`config.mk`:
```
export PLATFORM = sky130hd
export DESIGN_NAME = instr_encoder_loader_flat
export DESIGN_NICKNAME = d
export VERILOG_FILES = /design/src/rtl/isa_pkg.sv /design/src/rtl/instr_encoder_loader_if.sv /design/src/rtl/instr_field_packer.sv /design/src/rtl/instr_encoder_loader.sv /design/src/flat_wrapper.sv
export SDC_FILE = /design/constraint.sdc
export NUM_CORES = 1
export LEC_CHECK = 0
export ABC_AREA = 1
export BUFFER_PORTS_ARGS = -buffer_cell sky130_fd_sc_hd__buf_2
export CAP_MARGIN = 20
export CORE_MARGIN = 10
export CORE_UTILIZATION = 32
export CTS_BUF_LIST = sky130_fd_sc_hd__clkbuf_4 sky130_fd_sc_hd__clkbuf_8 sky130_fd_sc_hd__clkbuf_16
export DETAILED_ROUTE_END_ITERATION = 8
export PLACE_DENSITY_LB_ADDON = 0.08
export SLEW_MARGIN = 20
export SYNTH_ARGS = -nofsm -noshare
export SYNTH_HDL_FRONTEND = slang
export SYNTH_SLANG_ARGS = --single-unit
```
`constraint.sdc`:
```
create_clock -name clock -period 2.05 [get_ports clock]
set_clock_uncertainty 0.15 [all_clocks]
set_input_delay 0.205 -clock clock [delete_from_list [all_inputs] [get_ports clock]]
set_output_delay 0.205 -clock clock [all_outputs]
set_load 0.05 [all_outputs]
```
`src/rtl/isa_pkg.sv`:
```
// ECE350 ISA constants, field layout and the loader FSM state type.
package isa_pkg;

    localparam int unsigned OP_WIDTH = 5;

    localparam logic [4:0] OP_R    = 5'b00000;
    localparam logic [4:0] OP_J    = 5'b00001;
    localparam logic [4:0] OP_BNE  = 5'b00010;
    localparam logic [4:0] OP_JAL  = 5'b00011;
    localparam logic [4:0] OP_JR   = 5'b00100;
    localparam logic [4:0] OP_ADDI = 5'b00101;
    localparam logic [4:0] OP_BLT  = 5'b00110;
    localparam logic [4:0] OP_SW   = 5'b00111;
    localparam logic [4:0] OP_LW   = 5'b01000;
    localparam logic [4:0] OP_SETX = 5'b10101;
    localparam logic [4:0] OP_BEX  = 5'b10110;

    // LSB position of each field within the 32-bit word
    localparam int unsigned OP_LSB    = 27;
    localparam int unsigned RD_LSB    = 22;
    localparam int unsigned RS_LSB    = 17;
    localparam int unsigned RT_LSB    = 12;
    localparam int unsigned SHAMT_LSB = 7;
    localparam int unsigned ALUOP_LSB = 2;

    typedef enum logic [2:0] {FMT_R, FMT_I, FMT_JI, FMT_JII, FMT_ILL} fmt_e;

    typedef enum logic [1:0] {StIdle, StRun, StDrain, StDone} state_e;

    function automatic fmt_e op_format(input logic [4:0] op);
        fmt_e fmt;
        case (op)
            OP_R:                                 fmt = FMT_R;
            OP_ADDI, OP_SW, OP_LW, OP_BNE, OP_BLT: fmt = FMT_I;
            OP_J, OP_JAL, OP_SETX, OP_BEX:        fmt = FMT_JI;
            OP_JR:                                fmt = FMT_JII;
            default:                              fmt = FMT_ILL;
        endcase
        return fmt;
    endfunction

endpackage

```
`src/rtl/instr_encoder_loader_if.sv`:
```
// Request handshake plus imem write bus of the instruction loader.
interface instr_encoder_loader_if #(
    parameter int unsigned ADDR_WIDTH = 12
) ();
    logic                  in_valid;
    logic                  in_ready;
    logic                  in_last;
    logic [4:0]            in_op;
    logic [4:0]            in_rd;
    logic [4:0]            in_rs;
    logic [4:0]            in_rt;
    logic [4:0]            in_shamt;
    logic [4:0]            in_aluop;
    logic [16:0]           in_imm;
    logic [26:0]           in_target;
    logic                  imem_wren;
    logic [ADDR_WIDTH-1:0] imem_addr;
    logic [31:0]           imem_data;

    // Request source and imem sink side
    modport master (
        output in_valid, in_last, in_op, in_rd, in_rs, in_rt, in_shamt, in_aluop,
               in_imm, in_target,
        input  in_ready, imem_wren, imem_addr, imem_data
    );

    // Loader side
    modport slave (
        input  in_valid, in_last, in_op, in_rd, in_rs, in_rt, in_shamt, in_aluop,
               in_imm, in_target,
        output in_ready, imem_wren, imem_addr, imem_data
    );
endinterface

```
`src/rtl/instr_field_packer.sv`:
```
// Combinational opcode/field to 32-bit instruction word packer.
module instr_field_packer
    import isa_pkg::*;
(
    input  logic [4:0]  op,
    input  logic [4:0]  rd,
    input  logic [4:0]  rs,
    input  logic [4:0]  rt,
    input  logic [4:0]  shamt,
    input  logic [4:0]  aluop,
    input  logic [16:0] imm,
    input  logic [26:0] target,
    output logic [31:0] word,
    output logic        illegal
);

    // Select the format and place each field; unsupported opcodes become a nop
    always_comb begin
        word    = '0;
        illegal = 1'b0;
        case (op_format(op))
            FMT_R: word = (32'(op) << OP_LSB) | (32'(rd) << RD_LSB) | (32'(rs) << RS_LSB)
                        | (32'(rt) << RT_LSB) | (32'(shamt) << SHAMT_LSB)
                        | (32'(aluop) << ALUOP_LSB);
            FMT_I:   word = (32'(op) << OP_LSB) | (32'(rd) << RD_LSB) | (32'(rs) << RS_LSB)
                          | 32'(imm);
            FMT_JI:  word = (32'(op) << OP_LSB) | 32'(target);
            FMT_JII: word = (32'(op) << OP_LSB) | (32'(rd) << RD_LSB);
            default: illegal = 1'b1;
        endcase
    end

endmodule

```
`src/rtl/instr_encoder_loader.sv`:
```
// Encodes instruction requests and streams them into imem at consecutive addresses.
module instr_encoder_loader
    import isa_pkg::*;
#(
    parameter int unsigned ADDR_WIDTH = 12,
    parameter int unsigned BASE_ADDR  = 0
) (
    input  logic                   clock,
    input  logic                   reset,
    input  logic                   start,
    instr_encoder_loader_if.slave  bus,
    output logic [ADDR_WIDTH:0]    count,
    output logic                   busy,
    output logic                   done,
    output logic                   err_illegal,
    output logic                   err_overflow
);

    localparam logic [ADDR_WIDTH-1:0] BaseAddr = ADDR_WIDTH'(BASE_ADDR);
    localparam logic [ADDR_WIDTH-1:0] LastAddr = '1;
    localparam logic [ADDR_WIDTH:0]   CountMax = {1'b1, {ADDR_WIDTH{1'b0}}};

    state_e                state_q, state_d;
    logic [ADDR_WIDTH-1:0] addr_cnt_q, addr_cnt_d;
    logic                  wren_q, wren_d;
    logic [ADDR_WIDTH-1:0] waddr_q, waddr_d;
    logic [31:0]           wdata_q, wdata_d;
    logic [ADDR_WIDTH:0]   count_q, count_d;
    logic                  err_ill_q, err_ill_d;
    logic                  err_ovf_q, err_ovf_d;

    logic        xfer;
    logic        start_ok;
    logic        at_last;
    logic [31:0] enc_word;
    logic        enc_illegal;

    assign xfer     = bus.in_valid && (state_q == StRun);
    assign start_ok = start && ((state_q == StIdle) || (state_q == StDone));
    assign at_last  = (addr_cnt_q == LastAddr);

    instr_field_packer u_packer (
        .op      (bus.in_op),
        .rd      (bus.in_rd),
        .rs      (bus.in_rs),
        .rt      (bus.in_rt),
        .shamt   (bus.in_shamt),
        .aluop   (bus.in_aluop),
        .imm     (bus.in_imm),
        .target  (bus.in_target),
        .word    (enc_word),
        .illegal (enc_illegal)
    );

    // FSM next state; the last address forces a drain so the counter never wraps
    always_comb begin
        state_d = state_q;
        case (state_q)
            StIdle, StDone: if (start) state_d = StRun;
            StRun:          if (xfer && (bus.in_last || at_last)) state_d = StDrain;
            StDrain:        state_d = StDone;
            default:        state_d = StIdle;
        endcase
    end

    // Pipeline register, address/count counters and sticky flags
    always_comb begin
        wren_d     = xfer;
        waddr_d    = waddr_q;
        wdata_d    = wdata_q;
        addr_cnt_d = addr_cnt_q;
        count_d    = count_q;
        err_ill_d  = err_ill_q;
        err_ovf_d  = err_ovf_q;
        if (start_ok) begin
            addr_cnt_d = BaseAddr;
            count_d    = '0;
            err_ill_d  = 1'b0;
            err_ovf_d  = 1'b0;
        end else if (xfer) begin
            waddr_d = addr_cnt_q;
            wdata_d = enc_word;
            if (!at_last) addr_cnt_d = addr_cnt_q + 1'b1;
            if (count_q != CountMax) count_d = count_q + 1'b1;
            if (enc_illegal) err_ill_d = 1'b1;
            if (at_last && !bus.in_last) err_ovf_d = 1'b1;
        end
    end

    // State registers with synchronous active-low reset
    always_ff @(posedge clock) begin
        if (!reset) begin
            state_q    <= StIdle;
            addr_cnt_q <= BaseAddr;
            wren_q     <= 1'b0;
            waddr_q    <= '0;
            wdata_q    <= '0;
            count_q    <= '0;
            err_ill_q  <= 1'b0;
            err_ovf_q  <= 1'b0;
        end else begin
            state_q    <= state_d;
            addr_cnt_q <= addr_cnt_d;
            wren_q     <= wren_d;
            waddr_q    <= waddr_d;
            wdata_q    <= wdata_d;
            count_q    <= count_d;
            err_ill_q  <= err_ill_d;
            err_ovf_q  <= err_ovf_d;
        end
    end

    assign bus.in_ready  = (state_q == StRun);
    assign bus.imem_wren = wren_q;
    assign bus.imem_addr = waddr_q;
    assign bus.imem_data = wdata_q;
    assign count         = count_q;
    assign busy          = (state_q == StRun) || (state_q == StDrain);
    assign done          = (state_q == StDone);
    assign err_illegal   = err_ill_q;
    assign err_overflow  = err_ovf_q;

endmodule

```
`src/flat_wrapper.sv`:
```
// flat-port wrapper written by rule: the top's interface ports become plain ports
module instr_encoder_loader_flat import isa_pkg::*;
#(
    parameter int unsigned ADDR_WIDTH = 12,
    parameter int unsigned BASE_ADDR  = 0
)
  (clock, reset, start, count, busy, done, err_illegal, err_overflow, bus_in_valid, bus_in_last, bus_in_op, bus_in_rd, bus_in_rs, bus_in_rt, bus_in_shamt, bus_in_aluop, bus_in_imm, bus_in_target, bus_in_ready, bus_imem_wren, bus_imem_addr, bus_imem_data);
  instr_encoder_loader_if #(.ADDR_WIDTH(ADDR_WIDTH)) bus_i ();
  input  logic clock;
  input  logic reset;
  input  logic start;
  output logic [ADDR_WIDTH:0] count;
  output logic busy;
  output logic done;
  output logic err_illegal;
  output logic err_overflow;
  input wire logic [$bits(bus_i.in_valid)-1:0] bus_in_valid;
  input wire logic [$bits(bus_i.in_last)-1:0] bus_in_last;
  input wire logic [$bits(bus_i.in_op)-1:0] bus_in_op;
  input wire logic [$bits(bus_i.in_rd)-1:0] bus_in_rd;
  input wire logic [$bits(bus_i.in_rs)-1:0] bus_in_rs;
  input wire logic [$bits(bus_i.in_rt)-1:0] bus_in_rt;
  input wire logic [$bits(bus_i.in_shamt)-1:0] bus_in_shamt;
  input wire logic [$bits(bus_i.in_aluop)-1:0] bus_in_aluop;
  input wire logic [$bits(bus_i.in_imm)-1:0] bus_in_imm;
  input wire logic [$bits(bus_i.in_target)-1:0] bus_in_target;
  output wire logic [$bits(bus_i.in_ready)-1:0] bus_in_ready;
  output wire logic [$bits(bus_i.imem_wren)-1:0] bus_imem_wren;
  output wire logic [$bits(bus_i.imem_addr)-1:0] bus_imem_addr;
  output wire logic [$bits(bus_i.imem_data)-1:0] bus_imem_data;
  assign bus_i.in_valid = bus_in_valid;
  assign bus_i.in_last = bus_in_last;
  assign bus_i.in_op = bus_in_op;
  assign bus_i.in_rd = bus_in_rd;
  assign bus_i.in_rs = bus_in_rs;
  assign bus_i.in_rt = bus_in_rt;
  assign bus_i.in_shamt = bus_in_shamt;
  assign bus_i.in_aluop = bus_in_aluop;
  assign bus_i.in_imm = bus_in_imm;
  assign bus_i.in_target = bus_in_target;
  assign bus_in_ready = bus_i.in_ready;
  assign bus_imem_wren = bus_i.imem_wren;
  assign bus_imem_addr = bus_i.imem_addr;
  assign bus_imem_data = bus_i.imem_data;
  instr_encoder_loader #(.ADDR_WIDTH(ADDR_WIDTH), .BASE_ADDR(BASE_ADDR)) u_core (.clock(clock), .reset(reset), .start(start), .bus(bus_i), .count(count), .busy(busy), .done(done), .err_illegal(err_illegal), .err_overflow(err_overflow));
endmodule
```
==> metrics.md, run 1 <==
| Metric | Value |
|---|---|
| Post-DRT Antenna Nets | 0 |
| Library cells used by synthesis | 30 |
| Setup TNS | 0 ns |
| Total Routing Usage GR | 14.3% |
| Core area | 11500 um2 |
| Rows | 39 |
| Gpl congestion | 0.812 |
| Die span in x | 129 um |
| Crit path launch type | register |
| Die height | 129 um |
| Final setup violating endpoints | 0 |
| Minimum clock period after layout | 1.81 ns |
| Crit path kind | register to register |
| Met1 WL | 5300 um |
| Placed cell area | 4610 um2 |
| Final WS setup | 0.243 ns |
| Hpwl dp | 9380 um |
| Top Family by Delay on Critical Path | simple AND/OR/NAND/NOR gates |
| Data required, critical path | 2.16 ns |
| Final WL | 12200 um |
| CTS buffer count | 9 |
| #FFs+latches synth | 74 |
| Fillers | 1241 |
| Setup bufs post-CTS | 0 |
| Synthesized area | 3770 um2 |
| Syn Inst Count | 550 |
| Overflow left after global routing | 0 |
| Slew Viols, Final | 0 |
| Worst hold stages | 3 |
| CTS tree | yes |
| Slowest-stage cell, CP | dfxtp_1 |
| Area of the die | 16500 um2 |
| Vias in the first global route | 3930 |
| Worst skew pair latency | 0.33 ns |
| Post-synthesis async set-or-reset flop share | 0% |
| Worst-margin pin slew | 0.394 ns |
| Pwr/cell area | 955 nW/um2 |
| Fmax | 0.553 GHz |
| Mapped Nets | 637 |
| Clk sinks | 74 |
| Metal2 WL | 5910 um |
| Main synth FF type | dfxtp_1 |
| Port Buffer Count | 141 |
| Final period util | 88.1% |
| Seq/Total Area, Yosys | 39.3% |
| Number of flops mapped to enable cells by yosys | 0 |
| Root Driver | clkbuf_16 |
| DRC viols | 0 |
| Stages on worst setup path | 9 |
| Syn_area_per_cell | 6.86 um2 |
| Min-Delay Path Class | primary input to register |
| Number of hold violations in the final report | 0 |
| Top fanout value on the critical path | 15 |
| Buffer depth of the longest clock path | 2 |
| Layout cells sized above 1 | 27.4% |
| Worst path cell trace | inv_1 -> ha_1 -> nand2_1 -> inv_1 -> nor2_2 -> nand2_1 -> inv_2 -> nand2_1 -> a21oi_1 |
| DR pass1 iterations | 4 |
| Met3 routed WL | 861 um |
| Pre-CTS WS | 0.167 ns |
| Cell depth of the worst flop-to-flop path | 9 |
| Antenna fix cells | 0 |
| Area grow syn2layout | 32.4% |
| Hold slack | 0.0358 ns |
| H-Tree Depth | 3 |
| RSZ-0062 raised after global routing | no |
| Finished Cell Area | 4990 um2 |
| Largest net degree at the start of global routing | 36 |
| Routed vias/inst | 4.79 |
| Via count | 4022 |
| Critical Path AT | 1.92 ns |
| Synth warn | 0 |
| Starting Density | 32.9% |
| Maxcap violations | 0 |
| Leakage | 0.00227 uW |
| Status | completed |
| First-pass GRT wire length | 19400 um |
| Reg clk slew, reported paths | 0.06 ns |
| Kind of end point of the critical path | register |
| CP bufs+invs | 3 |
| Antenna violations before repair | 0 |
| Iteration-0 DRC Markers | 198 |
| Crit path largest cell delay | 0.35 ns |
| Top layer used by detailed routing | met4 |
| WL per Instance | 14.6 um |
| I/O Pins | 142 |
| VDD IR max | 0.000425 V |
| NumNets Final | 779 |
| Relative slew slack | 73.6% |
| Most used cell, CP | nand2_1 |
[synthesized netlist by cell type, drive strengths merged (2+ instances only)]
| master | n | area share (%) |
|---|---|---|
| clkbuf | 9 | 0.90 |
| nor2 | 27 | 3.1 |
| or2 | 2 | 0.33 |
| nand3 | 63 | 8.8 |
| buf | 18 | 3.3 |
| ha | 8 | 2.7 |
| o21ai | 18 | 2.4 |
| inv | 44 | 4.4 |
| nor4 | 2 | 0.33 |
| nand4 | 16 | 2.7 |
| xor2 | 11 | 2.6 |
| a31oi | 2 | 0.33 |
| nand2 | 175 | 18 |
| a21oi | 65 | 8.7 |
| dfxtp | 74 | 39 |
| nor3 | 11 | 1.5 |
[stage by stage]
| step | util [%] | instances | power [uW] |
|---|---|---|---|
| 4_1_cts | 43.5 | 840 | 4850 |
| 5_1_grt | 43.5 | 840 | 5030 |
| 6_report | 43.5 | 840 | 4770 |
| 3_3_place_gp | 40.2 | 820 | 3030 |
| 2_1_floorplan | - | 550 | 2650 |
| 3_5_place_dp | 40.2 | 820 | 3050 |
[power by group]
part / internal [uW] / switching, uW / leakage, uW
combinational: 368 / 1010 / 0.00150
sequential: 1560 / 69.8 / 0.000598
clock: 1160 / 598 / 0.000165
total: 3090 / 1680 / 0.00227
[final cells by class]
| cell class | count | area [um2] | share of cell area [%] |
|---|---|---|---|
| Timing Repair Buffer | 158 | 856 | 17.1 |
| Inverter | 45 | 173 | 3.46 |
| Tap cell | 143 | 179 | 3.58 |
| Multi-Input combinational cell | 404 | 1970 | 39.4 |
| Clock buffer | 12 | 267 | 5.34 |
| Sequential cell | 74 | 1480 | 29.7 |
| Clock inverter | 4 | 72.6 | 1.45 |
[routing by layer]
metal	track usage [%]	vias up
met3	4.27	12
met1	16.8	1801
met4	5.04	0
li1	-	2091
met2	24.1	118
met5	0	-
[repair_timing]
| item | 4_1_cts | 5_1_grt |
|---|---|---|
| endpoints found under the setup margin | 0 | 19 |
| gates resized for setup | 0 | 2 |
| hold buffers | 4 | 0 |
| hold endpoints to repair | 4 | 0 |
[cells by family (layout without fill, tap and decap cells)]
| family | Yosys count | count (layout) | synth area share [%] |
|---|---|---|---|
| AOI/OAI and AO/OA | 87 | 87 | 11.8 |
| xor gates and xnor gates | 12 | 12 | 2.79 |
| adders and majority gates | 8 | 8 | 2.65 |
| buffers and inverters | 72 | 219 | 8.73 |
| DFF | 74 | 74 | 39.3 |
| and+or+nand+nor | 297 | 297 | 34.7 |
[placed cells by master, fill, tap and decap left out, types with 2 or more instances in the layout]
| cell type | n |
|---|---|
| nand2_1 | 172 |
| buf_2 | 141 |
| dfxtp_1 | 74 |
| a21oi_1 | 64 |
| nand3_1 | 60 |
| inv_1 | 36 |
| nor2_1 | 24 |
| o21ai_0 | 18 |
| nand4_1 | 16 |
| buf_4 | 12 |
| nor3_1 | 11 |
| xor2_1 | 11 |
| clkbuf_16 | 9 |
| inv_2 | 7 |
| ha_1 | 7 |
| dlygate4sd3_1 | 4 |
| nand3_2 | 3 |
| clkbuf_8 | 3 |
| nand2_4 | 2 |
| a31oi_1 | 2 |
| nor4_1 | 2 |
| nor2_4 | 2 |
| clkinv_2 | 2 |
| bufinv_16 | 2 |
[registers in the layout, summed over array words and instances, names as in the netlist]
signal / cells
u_core.count: 13
u_core.bus.imem_addr: 12
u_core.err_overflow: 1
u_core.err_illegal: 1
u_core.state_q: 2
u_core.addr_cnt_q: 12
u_core.bus.imem_data: 32
u_core.bus.imem_wren: 1
[final timing paths]
check,to,slack (ns),start
worst min-delay path,u_core.bus.imem_data[29],0.04,bus_in_op[2]
worst min register to register,u_core.err_illegal,0.31,u_core.err_illegal
worst max register to register,u_core.bus.imem_data[27],0.24,u_core.state_q[1]
worst max-delay path,u_core.bus.imem_data[27],0.24,u_core.state_q[1]
[tightest hold or removal path: stages]
cell and delay, ns:
buf_2 0.13, nand2_1 0.07, a21oi_1 0.06
No activity file was read; power rests on OpenSTA's default activity.
==> run 2: changes to the inputs <==
Settings changed: CORE_UTILIZATION 32 to 49.
==> metrics.md, run 2 (synthesis results as in run 1) <==
| Metric | Value |
|---|---|
| Maxcap violations | 0 (unchanged) |
| Kind of end point of the critical path | register (unchanged) |
| Setup TNS | 0 ns (unchanged) |
| Iteration-0 DRC Markers | 179 (was 198) |
| Antenna violations before repair | 0 (unchanged) |
| Worst skew pair latency | 0.34 ns (was 0.33 ns) |
| Crit path kind | primary input to register (was register to register) |
| Largest net degree at the start of global routing | 36 (unchanged) |
| Vias in the first global route | 3870 (was 3930) |
| Port Buffer Count | 141 (unchanged) |
| Most frequent cells in the layout | nand2_1 (170), buf_2 (139), dfxtp_1 (74) (was nand2_1 (172), buf_2 (141), dfxtp_1 (74)) |
| First-pass GRT wire length | 18600 um (was 19400 um) |
| RSZ-0062 raised after global routing | no (unchanged) |
| Fmax | 0.549 GHz (was 0.553 GHz) |
| Die height | 108 um (was 129 um) |
| Min-Delay Path Class | primary input to register (unchanged) |
| Relative slew slack | 70.1% (was 73.6%) |
| Minimum clock period after layout | 1.82 ns (was 1.81 ns) |
| NumNets Final | 780 (was 779) |
| DR pass1 iterations | 5 (was 4) |
| H-Tree Depth | 3 (unchanged) |
| Leakage | 0.00224 uW (was 0.00227 uW) |
| Via count | 4140 (was 4022) |
| Area of the die | 11600 um2 (was 16500 um2) |
| Gpl congestion | 0.868 (was 0.812) |
| Starting Density | 51.2% (was 32.9%) |
| Routed vias/inst | 5.19 (was 4.79) |
| Final period util | 88.8% (was 88.1%) |
| Root Driver | clkbuf_8 (was clkbuf_16) |
| Hold Startpoint | bus_in_target[25] (was bus_in_op[2]) |
| Max FFs per register | 32 (unchanged) |
| WL per Instance | 14.8 um (was 14.6 um) |
| Rows | 31 (was 39) |
| I/O Pins | 142 (unchanged) |
| Antenna fix cells | 0 (unchanged) |
| CTS buffer count | 9 (unchanged) |
| Data required, critical path | 2.18 ns (was 2.16 ns) |
| Critical Path AT | 1.95 ns (was 1.92 ns) |
| Pwr/cell area | 849 nW/um2 (was 955 nW/um2) |
| Buffer depth of the longest clock path | 2 (unchanged) |
| Area grow syn2layout | 29.3% (was 32.4%) |
| Critical path startpoint | bus_in_op[2] (was u_core.state_q[1]) |
| Slew Viols, Final | 0 (unchanged) |
| Die span in x | 108 um (was 129 um) |
| Hpwl dp | 8490 um (was 9380 um) |
| Final setup violating endpoints | 0 (unchanged) |
| Number of hold violations in the final report | 0 (unchanged) |
| Top fanout value on the critical path | 14 (was 15) |
| DRC viols | 0 (unchanged) |
| Crit path launch type | primary input (was register) |
| Worst hold stages | 5 (was 3) |
| Reg-to-reg startpoint | u_core.state_q[0] (was u_core.state_q[1]) |
| CTS tree | yes (unchanged) |
| Worst-margin pin slew | 0.445 ns (was 0.394 ns) |
| Layout cells sized above 1 | 27.9% (was 27.4%) |
| Commonest non-fill, non-tap cell in the layout | nand2_1 (unchanged) |
| Core Util, Final | 66.1% (was 43.5%) |
| Status | completed (unchanged) |
| Final WL | 11800 um (was 12200 um) |
| Total Routing Usage GR | 19.3% (was 14.3%) |
| Clk sinks | 74 (unchanged) |
| Overflow left after global routing | 0 (unchanged) |
| Core area | 7370 um2 (was 11500 um2) |
| Reg clk slew, reported paths | 0.08 ns (was 0.06 ns) |
| Cell depth of the worst flop-to-flop path | 8 (was 9) |
| VDD IR max | 0.000633 V (was 0.000425 V) |
| Post-DRT Antenna Nets | 0 (unchanged) |
[run 2: cell count changes in the layout (fill, tap and decap cells not counted), moves of 3 or more]
cell       delta
buf_4         -3
clkbuf_8      +6
clkinv_2      +3
clkbuf_16     -8
[run 2: cell type report]
class                           instances  area [um2]
Clock inverter                          6        57.6
Tap cell                               99         124
Sequential cell                        74        1480
Inverter                               45         173
Clock buffer                           10         131
Multi-Input combinational cell        405        2000
Timing Repair Buffer                  158         910
Fill cell                             735        2490
[run 2: path summary, 6_finish.rpt]
path | slack (ns) | to
setup / recovery | 0.23 | u_core.bus.imem_data[8]
hold / removal | 0.03 | u_core.bus.imem_data[25]
setup reg to reg | 0.25 | u_core.addr_cnt_q[3]
hold reg to reg | 0.31 | u_core.bus.imem_data[26]
[run 2: where the power goes]
group | switching, uW | internal (uW) | total [uW]
clock | 536 | 567 | 1100
sequential | 69.7 | 1560 | 1630
combinational | 1020 | 389 | 1410
total | 1630 | 2510 | 4140
[run 2: per-layer routing]
layer	vias to the layer above	share of wire, %	global-route usage (%)
met5	-	0	0
met4	0	1.6	6.58
met3	15	8.6	5.21
met2	164	50	34.2
met1	1877	40	21.7
li1	2084	-	-
[run 2: what timing repair did]
action                                  CTS  global route
resized for setup                         0            13
hold endpoints to repair                  5             0
endpoints found under the setup margin    0            27
hold buffers                              5             0
buffers inserted                          0             2
[run 2: through the flow]
stage / total power (uW) / setup slack, ns / hold WS [ns] / instances / instance area (um2)
2_1_floorplan: 2650 / 0.105 / 0.193 / 550 / 3770
3_3_place_gp: 3020 / 0.264 / 0.297 / 774 / 4550
3_5_place_dp: 3040 / 0.222 / 0.302 / 774 / 4550
4_1_cts: 4160 / 0.00887 / 0.0286 / 795 / 4790
5_1_grt: 4370 / 0.0712 / 0.0481 / 797 / 4870
6_report: 4140 / 0.229 / 0.0330 / 797 / 4870
[run 2: critical path: stages]
cell,delay (ns)
dlygate4sd3_1,0.54
buf_2,0.16
inv_2,0.07
nand2_1,0.05
nand2_1,0.08
nand3_2,0.13
inv_4,0.20
buf_4,0.18
nand3_1,0.07
nand3_1,0.08
nand2_1,0.05
a21oi_1,0.13
